[src/rtl/traffic_safety_monitor_if.sv]
// Light-vector bundle between the traffic controller and the safety monitor.
// The master side is the controller (or a bench); the slave side is the monitor.
interface traffic_safety_monitor_if;
   logic [2:0] i_h_car;
   logic [2:0] i_h_walker;
   logic [2:0] i_v_car;
   logic [2:0] i_v_walker;
   logic       i_clear;
   logic [2:0] o_h_car;
   logic [2:0] o_h_walker;
   logic [2:0] o_v_car;
   logic [2:0] o_v_walker;
   logic       o_fault;
   logic [2:0] o_fault_code;
   logic [7:0] o_fault_count;

   modport master (
      output i_h_car, i_h_walker, i_v_car, i_v_walker, i_clear,
      input  o_h_car, o_h_walker, o_v_car, o_v_walker,
      input  o_fault, o_fault_code, o_fault_count
   );

   modport slave (
      input  i_h_car, i_h_walker, i_v_car, i_v_walker, i_clear,
      output o_h_car, o_h_walker, o_v_car, o_v_walker,
      output o_fault, o_fault_code, o_fault_count
   );
endinterface

[src/rtl/traffic_safety_monitor.sv]
// Safety checker sitting between the traffic controller and the lamp drivers.
// Registers the four light vectors and replaces them with all-red whenever an
// illegal encoding, right-of-way conflict, bad colour sequence or short dwell
// is seen. The fault is latched until software clears it on a clean cycle.
module traffic_safety_monitor #(
   parameter int unsigned MIN_GREEN  = 4,
   parameter int unsigned MIN_YELLOW = 2
) (
   input logic                     clk,
   input logic                     reset,
   traffic_safety_monitor_if.slave bus
);

   localparam logic [2:0] RED    = 3'b100;
   localparam logic [2:0] YELLOW = 3'b010;
   localparam logic [2:0] GREEN  = 3'b001;

   localparam logic [7:0] MIN_GREEN_W  = 8'(MIN_GREEN);
   localparam logic [7:0] MIN_YELLOW_W = 8'(MIN_YELLOW);

   localparam logic [2:0] CODE_NONE          = 3'd0;
   localparam logic [2:0] CODE_ILLEGAL_ENC   = 3'd1;
   localparam logic [2:0] CODE_CAR_CONFLICT  = 3'd2;
   localparam logic [2:0] CODE_WALK_CONFLICT = 3'd3;
   localparam logic [2:0] CODE_BAD_SEQ       = 3'd4;
   localparam logic [2:0] CODE_SHORT_GREEN   = 3'd5;
   localparam logic [2:0] CODE_SHORT_YELLOW  = 3'd6;

   typedef enum logic {
      MONITOR,
      FAULT
   } state_t;

   state_t     state_q;
   logic [2:0] hCarOut_q;
   logic [2:0] hWalkerOut_q;
   logic [2:0] vCarOut_q;
   logic [2:0] vWalkerOut_q;
   logic       fault_q;
   logic [2:0] faultCode_q;
   logic [7:0] faultCount_q;

   logic [2:0] hPrev_q, hPrev_d;
   logic [2:0] vPrev_q, vPrev_d;
   logic [7:0] hDwell_q, hDwell_d;
   logic [7:0] vDwell_q, vDwell_d;

   logic       hCarOneHot;
   logic       vCarOneHot;
   logic       allOneHot;
   logic [2:0] hSeqCode;
   logic [2:0] vSeqCode;
   logic [2:0] violCode;

   function automatic logic isOneHot(input logic [2:0] v);
      return (v == RED) || (v == YELLOW) || (v == GREEN);
   endfunction

   function automatic logic [2:0] seqCheck(input logic [2:0] cur,
                                           input logic [2:0] prev,
                                           input logic [7:0] dwell);
      logic [2:0] code;
      code = CODE_NONE;
      if (cur != prev) begin
         if (!((prev == RED && cur == GREEN) ||
               (prev == GREEN && cur == YELLOW) ||
               (prev == YELLOW && cur == RED))) begin
            code = CODE_BAD_SEQ;
         end else if (prev == GREEN && dwell < MIN_GREEN_W) begin
            code = CODE_SHORT_GREEN;
         end else if (prev == YELLOW && dwell < MIN_YELLOW_W) begin
            code = CODE_SHORT_YELLOW;
         end
      end
      return code;
   endfunction

   // Classify the current inputs; when several checks fire the lowest code is reported
   always_comb begin
      hCarOneHot = isOneHot(bus.i_h_car);
      vCarOneHot = isOneHot(bus.i_v_car);
      allOneHot  = hCarOneHot && vCarOneHot &&
                   isOneHot(bus.i_h_walker) && isOneHot(bus.i_v_walker);
      hSeqCode   = hCarOneHot ? seqCheck(bus.i_h_car, hPrev_q, hDwell_q) : CODE_NONE;
      vSeqCode   = vCarOneHot ? seqCheck(bus.i_v_car, vPrev_q, vDwell_q) : CODE_NONE;
      violCode   = CODE_NONE;
      if (!allOneHot) begin
         violCode = CODE_ILLEGAL_ENC;
      end else if (bus.i_h_car != RED && bus.i_v_car != RED) begin
         violCode = CODE_CAR_CONFLICT;
      end else if ((bus.i_h_walker == GREEN && bus.i_v_car != RED) ||
                   (bus.i_v_walker == GREEN && bus.i_h_car != RED)) begin
         violCode = CODE_WALK_CONFLICT;
      end else if (hSeqCode != CODE_NONE &&
                   (vSeqCode == CODE_NONE || hSeqCode <= vSeqCode)) begin
         violCode = hSeqCode;
      end else begin
         violCode = vSeqCode;
      end
   end

   // Next colour history and dwell per car light; garbage inputs leave history untouched
   always_comb begin
      hPrev_d  = hPrev_q;
      hDwell_d = hDwell_q;
      vPrev_d  = vPrev_q;
      vDwell_d = vDwell_q;
      if (hCarOneHot) begin
         if (bus.i_h_car != hPrev_q) begin
            hPrev_d  = bus.i_h_car;
            hDwell_d = 8'd1;
         end else if (hDwell_q != 8'hFF) begin
            hDwell_d = hDwell_q + 8'd1;
         end
      end
      if (vCarOneHot) begin
         if (bus.i_v_car != vPrev_q) begin
            vPrev_d  = bus.i_v_car;
            vDwell_d = 8'd1;
         end else if (vDwell_q != 8'hFF) begin
            vDwell_d = vDwell_q + 8'd1;
         end
      end
   end

   // Colour history registers; dwell starts saturated so the first departure is never short
   always_ff @(posedge clk) begin
      if (reset) begin
         hPrev_q  <= RED;
         vPrev_q  <= RED;
         hDwell_q <= 8'hFF;
         vDwell_q <= 8'hFF;
      end else begin
         hPrev_q  <= hPrev_d;
         vPrev_q  <= vPrev_d;
         hDwell_q <= hDwell_d;
         vDwell_q <= vDwell_d;
      end
   end

   // Monitor/fault state machine with registered lamp drives, fault code and entry count
   always_ff @(posedge clk) begin
      if (reset) begin
         state_q      <= MONITOR;
         hCarOut_q    <= RED;
         hWalkerOut_q <= RED;
         vCarOut_q    <= RED;
         vWalkerOut_q <= RED;
         fault_q      <= 1'b0;
         faultCode_q  <= CODE_NONE;
         faultCount_q <= 8'd0;
      end else begin
         case (state_q)
            MONITOR: begin
               if (violCode != CODE_NONE) begin
                  state_q      <= FAULT;
                  hCarOut_q    <= RED;
                  hWalkerOut_q <= RED;
                  vCarOut_q    <= RED;
                  vWalkerOut_q <= RED;
                  fault_q      <= 1'b1;
                  faultCode_q  <= violCode;
                  if (faultCount_q != 8'hFF) begin
                     faultCount_q <= faultCount_q + 8'd1;
                  end
               end else begin
                  hCarOut_q    <= bus.i_h_car;
                  hWalkerOut_q <= bus.i_h_walker;
                  vCarOut_q    <= bus.i_v_car;
                  vWalkerOut_q <= bus.i_v_walker;
               end
            end
            FAULT: begin
               hCarOut_q    <= RED;
               hWalkerOut_q <= RED;
               vCarOut_q    <= RED;
               vWalkerOut_q <= RED;
               if (bus.i_clear && violCode == CODE_NONE) begin
                  state_q     <= MONITOR;
                  fault_q     <= 1'b0;
                  faultCode_q <= CODE_NONE;
               end
            end
            default: begin
               state_q <= MONITOR;
            end
         endcase
      end
   end

   assign bus.o_h_car       = hCarOut_q;
   assign bus.o_h_walker    = hWalkerOut_q;
   assign bus.o_v_car       = vCarOut_q;
   assign bus.o_v_walker    = vWalkerOut_q;
   assign bus.o_fault       = fault_q;
   assign bus.o_fault_code  = faultCode_q;
   assign bus.o_fault_count = faultCount_q;

endmodule

[src/flat_wrapper.sv]
// flat-port wrapper written by rule: the top's interface ports become plain ports
module traffic_safety_monitor_flat 
#(
   parameter int unsigned MIN_GREEN  = 4,
   parameter int unsigned MIN_YELLOW = 2
)
  (clk, reset, bus_i_h_car, bus_i_h_walker, bus_i_v_car, bus_i_v_walker, bus_i_clear, bus_o_h_car, bus_o_h_walker, bus_o_v_car, bus_o_v_walker, bus_o_fault, bus_o_fault_code, bus_o_fault_count);
  traffic_safety_monitor_if bus_i ();
  input logic clk;
  input logic reset;
  input wire logic [$bits(bus_i.i_h_car)-1:0] bus_i_h_car;
  input wire logic [$bits(bus_i.i_h_walker)-1:0] bus_i_h_walker;
  input wire logic [$bits(bus_i.i_v_car)-1:0] bus_i_v_car;
  input wire logic [$bits(bus_i.i_v_walker)-1:0] bus_i_v_walker;
  input wire logic [$bits(bus_i.i_clear)-1:0] bus_i_clear;
  output wire logic [$bits(bus_i.o_h_car)-1:0] bus_o_h_car;
  output wire logic [$bits(bus_i.o_h_walker)-1:0] bus_o_h_walker;
  output wire logic [$bits(bus_i.o_v_car)-1:0] bus_o_v_car;
  output wire logic [$bits(bus_i.o_v_walker)-1:0] bus_o_v_walker;
  output wire logic [$bits(bus_i.o_fault)-1:0] bus_o_fault;
  output wire logic [$bits(bus_i.o_fault_code)-1:0] bus_o_fault_code;
  output wire logic [$bits(bus_i.o_fault_count)-1:0] bus_o_fault_count;
  assign bus_i.i_h_car = bus_i_h_car;
  assign bus_i.i_h_walker = bus_i_h_walker;
  assign bus_i.i_v_car = bus_i_v_car;
  assign bus_i.i_v_walker = bus_i_v_walker;
  assign bus_i.i_clear = bus_i_clear;
  assign bus_o_h_car = bus_i.o_h_car;
  assign bus_o_h_walker = bus_i.o_h_walker;
  assign bus_o_v_car = bus_i.o_v_car;
  assign bus_o_v_walker = bus_i.o_v_walker;
  assign bus_o_fault = bus_i.o_fault;
  assign bus_o_fault_code = bus_i.o_fault_code;
  assign bus_o_fault_count = bus_i.o_fault_count;
  traffic_safety_monitor #(.MIN_GREEN(MIN_GREEN), .MIN_YELLOW(MIN_YELLOW)) u_core (.clk(clk), .reset(reset), .bus(bus_i));
endmodule
[config.mk]
export PLATFORM = sky130hd
export DESIGN_NAME = traffic_safety_monitor_flat
export DESIGN_NICKNAME = d
export VERILOG_FILES = /design/src/rtl/traffic_safety_monitor_if.sv /design/src/rtl/traffic_safety_monitor.sv /design/src/flat_wrapper.sv
export SDC_FILE = /design/constraint.sdc
export NUM_CORES = 1
export LEC_CHECK = 0
export CORE_UTILIZATION = 60
export CTS_CLUSTER_DIAMETER = 60
export DETAILED_ROUTE_END_ITERATION = 8
export GPL_ROUTABILITY_DRIVEN = 0
export GPL_TIMING_DRIVEN = 0
export PLACE_DENSITY_LB_ADDON = 0.08
export SETUP_SLACK_MARGIN = 0.15
export SLEW_MARGIN = 0
export SYNTH_ARGS = -nofsm -noshare
export SYNTH_HDL_FRONTEND = slang
export SYNTH_SLANG_ARGS = --single-unit
export TNS_END_PERCENT = 100
[constraint.sdc]
create_clock -name clk -period 4.6 [get_ports clk]
set_input_delay 0.46 -clock clk [delete_from_list [all_inputs] [get_ports clk]]
set_output_delay 0.46 -clock clk [all_outputs]
set_load 0.1 [all_outputs]
==> out/qor.txt, run 1 <==
OUTCOME
--------------------------------------------------------------------------------------
Run status                                                                finished clean

CRITICAL PATH
--------------------------------------------------------------------------------------
Maximum fanout along the worst path                                                 10
Data arrival time at the worst-slack endpoint                                  3380 ps
Critical path startpoint                                                  bus_i_h_car[0]
Worst R2R Setup Slack                                                          1600 ps
CP peak stage delay                                                             520 ps
Kind of capture point of the worst setup path                                     flop
Worst Setup Start Kind                                                      input port
CP Capture Point                                                          u_core.bus.o_fault_code[0]$_SDFFE_PP0P_
Cell repeated most along the worst path                                   sky130_fd_sc_hd__o21ai_0
Cell with the largest stage delay on the worst path                       sky130_fd_sc_hd__clkdlybuf4s50_1
Cell count of the worst reg-to-reg path                                             12
Worst Path Required                                                            4770 ps
Launch instance of the worst register-to-register path                    u_core.hPrev_q[1]$_SDFFE_PP0P_
List of cells traversed by the critical path                              clkdlybuf4s50_1 -> nor4b_1 -> o21ai_0 -> and4_1 -> buf_2 -> and2_2 -> ha_1 -> o21a_1 -> o21ai_0 -> o311ai_0 -> a311oi_1 -> a221oi_2
Type of the setup path with the least slack                                  in -> reg
Reg2reg end                                                               u_core.bus.o_fault_code[0]$_SDFFE_PP0P_

FINISH
--------------------------------------------------------------------------------------
Post-route standard cell area excluding fillers                           0.003485 sq mm
Total area of multi-input combinational cells                             0.001821 sq mm
Final core area utilization                                                     77.36%
Finished Layout Cells                                                              435
Layout filler cell count                                                           355
Total area of sequential cells                                             940.9 sq um
Fraction of layout cells with a size suffix above 1                             13.84%
Synthesis-to-layout area growth                                                 19.63%
Final antenna diode count                                                            0
Net count reported at finish                                                       403

PLACE
--------------------------------------------------------------------------------------
DP Cell Count                                                                      427
Count of input and output buffers                                                   37
Placed standard-cell area                                                 0.003348 sq mm
Placed wire-length estimate after detailed placement                          4.930 mm

CTS
--------------------------------------------------------------------------------------
Number of clock buffers inserted by TritonCTS                                        5
Number of clock sinks                                                               47
Total of cells resized after clock tree synthesis                                    0
Clock tree root driver cell                                               sky130_fd_sc_hd__clkbuf_8
Hold buffer count at cts                                                             0
Clock network latency to the later pin of the worst-skew pair                   310 ps
Post-CTS Setup Bufs                                                                  0
Largest buffer count on any clock path                                               2
Htree depth                                                                          2
CTS tree                                                                          done
Clock slew at the register clock pins of the worst setup and hold paths          90 ps

PWR
--------------------------------------------------------------------------------------
Power density over the cells                                              311.4 mW/mm^2
Final total power                                                           0.001085 W
Max VDD drop                                                                  259.0 uV
Leakage power                                                                 1.256 nW

YOSYS
--------------------------------------------------------------------------------------
Top cells by count, synth                                                 47 x sky130_fd_sc_hd__dfxtp_1, 28 x sky130_fd_sc_hd__o21ai_0, 22 x sky130_fd_sc_hd__nand2_1
Number of register bits inferred by synthesis                                       47
Main area contributors after synthesis                                    sky130_fd_sc_hd__dfxtp_1 32%, sky130_fd_sc_hd__o21ai_0 4.8%, sky130_fd_sc_hd__xor2_1 3.3%
Fraction of post-synthesis cell area in the top cell type by area               32.30%
Mean instance size in the synthesized netlist                              8.618 sq um
Post-Synthesis Net Count                                                           359
Synth async-reset ratio                                                             0%
Synthesis warning total                                                              0
Netlist Area Pre-Place                                                    0.002913 sq mm
Number of synthesized flops with an enable pin                                       0
Most frequently used cell type in the post-synthesis netlist              sky130_fd_sc_hd__dfxtp_1
Synthesized netlist cell count                                                     338
Area leader, netlist                                                      sky130_fd_sc_hd__dfxtp_1
Count of unique library cells instantiated by Yosys                                 74
Most used flip-flop cell after synthesis                                  sky130_fd_sc_hd__dfxtp_1
Sequential area share after synthesis                                           32.30%

TIMING
--------------------------------------------------------------------------------------
Part of the cycle the worst path needs                                          69.89%
Highest attainable clock frequency                                           311.0 MHz
Post-layout minimum cycle time                                                 3215 ps
Worst slew slack as a fraction of its limit                                     34.97%
Setup violators final                                                                0
Final count of pins violating max slew                                               0
Final hold violation count                                                           0
Pin slew with the least headroom to its limit                                 972.4 ps
Setup TNS after final layout                                                      0 ps
Setup repair after global routing missed its margin                                 no
Setup Skew                                                                    9.401 ps

FLOORPLANNING
--------------------------------------------------------------------------------------
I/O pin total                                                                       39
Count of standard-cell rows                                                         24
Floorplan die height                                                      71.68 microns
Starting density of the core                                                    64.67%
Full die area                                                             0.005137 sq mm
Horiz. Die Dim                                                            71.68 microns
Core Region                                                               0.004504 sq mm

ROUTE
--------------------------------------------------------------------------------------
Post-route DRC                                                                       0
Via Count                                                                         2697
Routed metal-1 wire length                                                    2.922 mm
Initial DRT Pass Iterations                                                          4
Top layer used by detailed routing                                                met4
Antenna Nets Post-Route                                                              0
Average wire length per cell after detail routing                         15.59 microns
Detailed-routed wire length on met3                                        408 microns
Routed wire length                                                            6.780 mm
Initial DRC Count                                                                  138
Detail-routed via count per cell                                                 6.200
Length of routed met2 wiring                                                  3.376 mm

GLOBAL ROUTING
--------------------------------------------------------------------------------------
Pin count of the biggest net entering global routing                                16
Number of antenna violations at the first check in global routing                    0
Total global routing track utilization                                          28.10%
Global route overflow                                                                0
Vias in the first global route                                                    2540
Wire length of the first global-routing pass                                  11.52 mm

JOB
--------------------------------------------------------------------------------------
Max cap viols                                                                        0

WORST HOLD PATH
--------------------------------------------------------------------------------------
Class of the most critical hold timing path                                 reg -> reg

## flip-flops by register name, indices dropped and copies added, names as in the netlist
signal,cells
u_core.bus.o_fault,1
u_core.state_q,1
u_core.bus.o_h_car,3
u_core.bus.o_fault_code,3
u_core.vPrev_q,3
u_core.bus.o_fault_count,8
u_core.bus.o_v_car,3
u_core.hDwell_q,8
u_core.vDwell_q,8
u_core.bus.o_h_walker,3
u_core.hPrev_q,3
u_core.bus.o_v_walker,3
## cell type report
class | instances | share of cell area [%]
Buffer | 21 | 3.160
Clock buffer | 5 | 1.975
Clock inverter | 3 | 1.939
Inverter | 11 | 1.185
Multi-Input combinational cell | 259 | 52.24
Sequential cell | 47 | 27.00
Tap cell | 52 | 1.867
Timing Repair Buffer | 37 | 10.63
## per-stage QoR
step           hold WS [ps]  setup WS [ps]
6_report              483.5           1385
5_1_grt               495.5           1115
4_1_cts               487.0           1400
3_5_place_dp          465.1           1086
3_3_place_gp          470.4           1121
2_1_floorplan         479.3           1778
## how the worst min path moves through the flow
| stage | startpoint | end | slack, ps | depth (start not counted) |
|---|---|---|---|---|
| 2_1_floorplan | u_core.hDwell_q[1]$_SDFFE_PP1P_ | u_core.hDwell_q[1]$_SDFFE_PP1P_ | 480 | 1 |
| 3_3_place_gp | u_core.bus.o_fault$_SDFFE_PP0P_ | u_core.bus.o_fault$_SDFFE_PP0P_ | 470 | 1 |
| 3_5_place_dp | u_core.bus.o_fault$_SDFFE_PP0P_ | u_core.bus.o_fault$_SDFFE_PP0P_ | 470 | 1 |
| 4_1_cts | u_core.bus.o_fault$_SDFFE_PP0P_ | u_core.bus.o_fault$_SDFFE_PP0P_ | 490 | 1 |
| 5_1_grt | u_core.bus.o_fault$_SDFFE_PP0P_ | u_core.bus.o_fault$_SDFFE_PP0P_ | 500 | 1 |
| 6_report | u_core.bus.o_fault$_SDFFE_PP0P_ | u_core.bus.o_fault$_SDFFE_PP0P_ | 480 | 1 |
## critical path: cells and delay by family
kind / cells / cell delay, ps
compound gates: 6 / 1120
fa+ha+maj: 1 / 310
simple gates: 3 / 770
buf+inv: 2 / 720
## power breakdown
group	internal [W]	switching, W	total [W]
combinational	0.000103	0.000148	0.000251
clock	0.000217	0.000147	0.000364
sequential	0.000437	0.0000338	0.000471
total	0.000756	0.000329	0.00108
## layout by cell type (no fill, tap or decap), drive strengths merged, types with 4 or more instances in the layout
| cell | Yosys | final |
|---|---|---|
| nand2b | 6 | 6 |
| nor3 | 7 | 7 |
| o21ai | 29 | 29 |
| or2 | 4 | 4 |
| dfxtp | 47 | 47 |
| nand4 | 7 | 7 |
| nor2 | 21 | 21 |
| nand2 | 22 | 22 |
| buf | 15 | 15 |
| a211oi | 6 | 6 |
| xor2 | 11 | 11 |
| and2 | 11 | 11 |
| nand3 | 15 | 15 |
| clkbuf | 6 | 11 |
| or4 | 4 | 4 |
| nor3b | 7 | 7 |
| ha | 6 | 6 |
| xnor2 | 10 | 10 |
| nor2b | 9 | 9 |
| inv | 11 | 11 |
| a21oi | 12 | 12 |
| mux2 | 6 | 6 |
| clkdlybuf4s50 | 0 | 37 |
| or3 | 5 | 5 |
| a21o | 4 | 4 |
## kinds of logic after synthesis
family          Yosys count  share of synthesized area [%]
compound gates           88                          23.02
xor+xnor                 21                          6.314
fa+ha+maj                 6                          2.577
buf+inv                  32                          5.197
flops                    47                          32.30
mux                       7                          3.179
simple gates            137                          27.41
## per-layer routing
metal,vias to the layer above,GRT usage [%]
met3,9,4.641
met2,79,49.37
met4,0,9.368
met5,-,0
li1,1328,-
met1,1281,34.95
No activity file was read; power rests on OpenSTA's default activity.
==> run 2, diff against run 1 <==
--- a/config.mk
+++ b/config.mk
@@ -5,7 +5,7 @@
 export SDC_FILE = /design/constraint.sdc
 export NUM_CORES = 1
 export LEC_CHECK = 0
-export CORE_UTILIZATION = 60
+export CORE_UTILIZATION = 55
 export CTS_CLUSTER_DIAMETER = 60
 export DETAILED_ROUTE_END_ITERATION = 8
 export GPL_ROUTABILITY_DRIVEN = 0
==> constraint.sdc (replaced) <==
create_clock -name clk -period 3.32 [get_ports clk]
set_input_delay 0.332 -clock clk [delete_from_list [all_inputs] [get_ports clk]]
set_output_delay 0.332 -clock clk [all_outputs]
set_load 0.1 [all_outputs]
==> out/qor.txt, run 2 (synthesized netlist as in run 1, its figures left out) <==
OUTCOME
--------------------------------------------------------------------------------------
Run status                                                                finished clean   unchanged

CRITICAL PATH
--------------------------------------------------------------------------------------
Crit-path leading delay family                                            compound AO/OA/AOI/OAI gates   unchanged
Data arrival time at the worst-slack endpoint                                  3230 ps   was 3380 ps
CP peak stage delay                                                             610 ps   was 520 ps
Worst Path Required                                                            3490 ps   was 4770 ps
Cell repeated most along the worst path                                   sky130_fd_sc_hd__buf_2   was sky130_fd_sc_hd__o21ai_0
Worst Setup Start Kind                                                      input port   unchanged
Kind of capture point of the worst setup path                                     flop   unchanged
List of cells traversed by the critical path                              clkdlybuf4s50_1 -> buf_2 -> o21ai_0 -> and4_1 -> buf_2 -> and2_2 -> ha_1 -> o21a_1 -> o21ai_1 -> o41a_1 -> a311oi_2 -> a221oi_2   was clkdlybuf4s50_1 -> nor4b_1 -> o21ai_0 -> and4_1 -> buf_2 -> and2_2 -> ha_1 -> o21a_1 -> o21ai_0 -> o311ai_0 -> a311oi_1 -> a221oi_2
Cell with the largest stage delay on the worst path                       sky130_fd_sc_hd__clkdlybuf4s50_1   unchanged
Maximum fanout along the worst path                                                 10   unchanged
Type of the setup path with the least slack                                  in -> reg   unchanged
Count of buffer and inverter cells on the critical path                              3   was 2

CTS
--------------------------------------------------------------------------------------
CTS tree                                                                          done   unchanged
Largest buffer count on any clock path                                               2   unchanged
Clock tree root driver cell                                               sky130_fd_sc_hd__clkbuf_8   unchanged
Clock slew at the register clock pins of the worst setup and hold paths          90 ps   about the same
Hold buffer count at cts                                                             0   unchanged
Number of clock buffers inserted by TritonCTS                                        5   unchanged
Number of clock sinks                                                               47   unchanged
Htree depth                                                                          2   unchanged
Total of cells resized after clock tree synthesis                                    0   unchanged
Post-CTS Setup Bufs                                                                  0   unchanged
Clock network latency to the later pin of the worst-skew pair                   310 ps   about the same

ROUTE
--------------------------------------------------------------------------------------
Antenna Nets Post-Route                                                              0   unchanged
Initial DRC Count                                                                  123   was 138
Post-route DRC                                                                       0   unchanged
Average wire length per cell after detail routing                         14.83 microns   was 15.59 microns
Initial DRT Pass Iterations                                                          4   unchanged
Via Count                                                                         2687   was 2697
Routed wire length                                                            6.717 mm   was 6.780 mm
Detail-routed via count per cell                                                 5.932   was 6.200

TIMING
--------------------------------------------------------------------------------------
Final count of pins violating max slew                                               0   unchanged
Pin slew with the least headroom to its limit                                 992.6 ps   was 972.4 ps
Final hold violation count                                                           0   unchanged
Part of the cycle the worst path needs                                          92.23%
Setup violators final                                                                0   unchanged
Worst-case setup margin in the final layout                                   257.9 ps   was 1385 ps
Setup repair after global routing missed its margin                                 no   unchanged
Worst slew slack as a fraction of its limit                                     33.62%   was 34.97%
Post-layout minimum cycle time                                                 3062 ps
Highest attainable clock frequency                                           326.6 MHz
Worst Hold Margin                                                             483.0 ps   was 483.5 ps
Setup Skew                                                                    11.80 ps   was 9.401 ps

PWR
--------------------------------------------------------------------------------------
Max VDD drop                                                                  293.4 uV   was 259.0 uV
Final total power                                                           0.001435 W   was 0.001085 W
Leakage power                                                                 1.250 nW   was 1.256 nW
Power density over the cells                                              410.1 mW/mm^2   was 311.4 mW/mm^2

PLACE
--------------------------------------------------------------------------------------
DP Cell Count                                                                      445   was 427
Placed wire-length estimate after detailed placement                          4.903 mm   was 4.930 mm
Count of input and output buffers                                                   37   unchanged
Pre-CTS worst setup slack                                                    -139.6 ps   was 1086 ps

GLOBAL ROUTING
--------------------------------------------------------------------------------------
Global route overflow                                                                0   unchanged
Total global routing track utilization                                          25.18%   was 28.10%
Wire length of the first global-routing pass                                  10.86 mm   was 11.52 mm
Pin count of the biggest net entering global routing                                17   was 16
Vias in the first global route                                                    2360   was 2540
Number of antenna violations at the first check in global routing                    0   unchanged

FINISH
--------------------------------------------------------------------------------------
Final antenna diode count                                                            0   unchanged
Finished Layout Cells                                                              453   was 435
Commonest non-fill, non-tap cell in the layout                            sky130_fd_sc_hd__dfxtp_1   unchanged
Fraction of layout cells with a size suffix above 1                             14.36%   was 13.84%
Highest-count cells in the layout ignoring fill and taps                  47 x sky130_fd_sc_hd__dfxtp_1, 37 x sky130_fd_sc_hd__clkdlybuf4s50_1, 27 x sky130_fd_sc_hd__o21ai_0   was 47 x sky130_fd_sc_hd__dfxtp_1, 37 x sky130_fd_sc_hd__clkdlybuf4s50_1, 28 x sky130_fd_sc_hd__o21ai_0
Synthesis-to-layout area growth                                                 20.10%   was 19.63%
Net count reported at finish                                                       403   unchanged
Final core area utilization                                                     68.50%   was 77.36%

FLOORPLANNING
--------------------------------------------------------------------------------------
I/O pin total                                                                       39   unchanged
Full die area                                                             0.005591 sq mm   was 0.005137 sq mm
Horiz. Die Dim                                                            74.78 microns   was 71.68 microns
Count of standard-cell rows                                                         26   was 24
Core Region                                                               0.005107 sq mm   was 0.004504 sq mm
Starting density of the core                                                    57.03%   was 64.67%
Floorplan die height                                                      74.78 microns   was 71.68 microns

WORST HOLD PATH
--------------------------------------------------------------------------------------
Class of the most critical hold timing path                                 reg -> reg   unchanged

JOB
--------------------------------------------------------------------------------------
Max cap viols                                                                        0   unchanged

[run 2: cell types whose count changed in the layout (fill, tap and decap cells not counted), sizes merged]
cell    change
inv         +1
bufinv      -1
[run 2: worst reg2reg max path: stages, from the launching register on]
cell and delay (ps):
sky130_fd_sc_hd__dfxtp_1 500, sky130_fd_sc_hd__and3b_1 220, sky130_fd_sc_hd__o21ai_0 170, sky130_fd_sc_hd__and4_1 330, sky130_fd_sc_hd__buf_2 240, sky130_fd_sc_hd__and2_2 170
sky130_fd_sc_hd__ha_1 240, sky130_fd_sc_hd__nand3_1 80, sky130_fd_sc_hd__o21ai_1 100, sky130_fd_sc_hd__o41a_1 400, sky130_fd_sc_hd__a311oi_2 280, sky130_fd_sc_hd__a221oi_2 90
[run 2: metal layers]
metal / share of wire (%) / global-route usage (%) / wire, microns / vias up
met2: 46 / 40.04 / 3121 / 62
met3: 4.2 / 4.016 / 283 / 10
li1: - / - / - / 1333
met4: 1.8 / 8.386 / 122 / 0
met1: 47 / 34.85 / 3190 / 1282
met5: 0 / 0 / 0 / -
[run 2: stage by stage]
| stage | cell area (sq um) | TNS [ps] |
|---|---|---|
| floorplan | 2913 | 0 |
| global placement | 3371 | -151.7 |
| detailed placement | 3371 | -198.9 |
| CTS | 3486 | 0 |
| global route | 3498 | 0 |
| finish | 3498 | 0 |
[run 2: area by class of cell]
type                       instances  area (sq um)
buffer                            21         110.1
sequential                        47         940.9
multi-input combinational        259          1833
timing repair buffer              37         370.4
clock inverter                     3         46.29
inverter                          11         41.29
tap                               70         87.58
clock buffer                       5         68.82
fill                             454          1609
[run 2: worst paths after layout]
kind / from / to / slack, ps / cells past startpoint
max: bus_i_h_car[0] / u_core.bus.o_fault_code[0]$_SDFFE_PP0P_ / 260 / 12
min: u_core.bus.o_fault$_SDFFE_PP0P_ / u_core.bus.o_fault$_SDFFE_PP0P_ / 480 / 1
max reg2reg: u_core.hPrev_q[2]$_SDFFE_PP1P_ / u_core.bus.o_fault_code[0]$_SDFFE_PP0P_ / 360 / 11
min reg2reg: u_core.bus.o_fault$_SDFFE_PP0P_ / u_core.bus.o_fault$_SDFFE_PP0P_ / 480 / 1
[run 2: power breakdown]
part	switching [W]	internal (W)	leakage [nW]
Clock	0.000208	0.000227	0.0548
Sequential	0.0000477	0.000605	0.386
Combinational	0.000204	0.000143	0.809
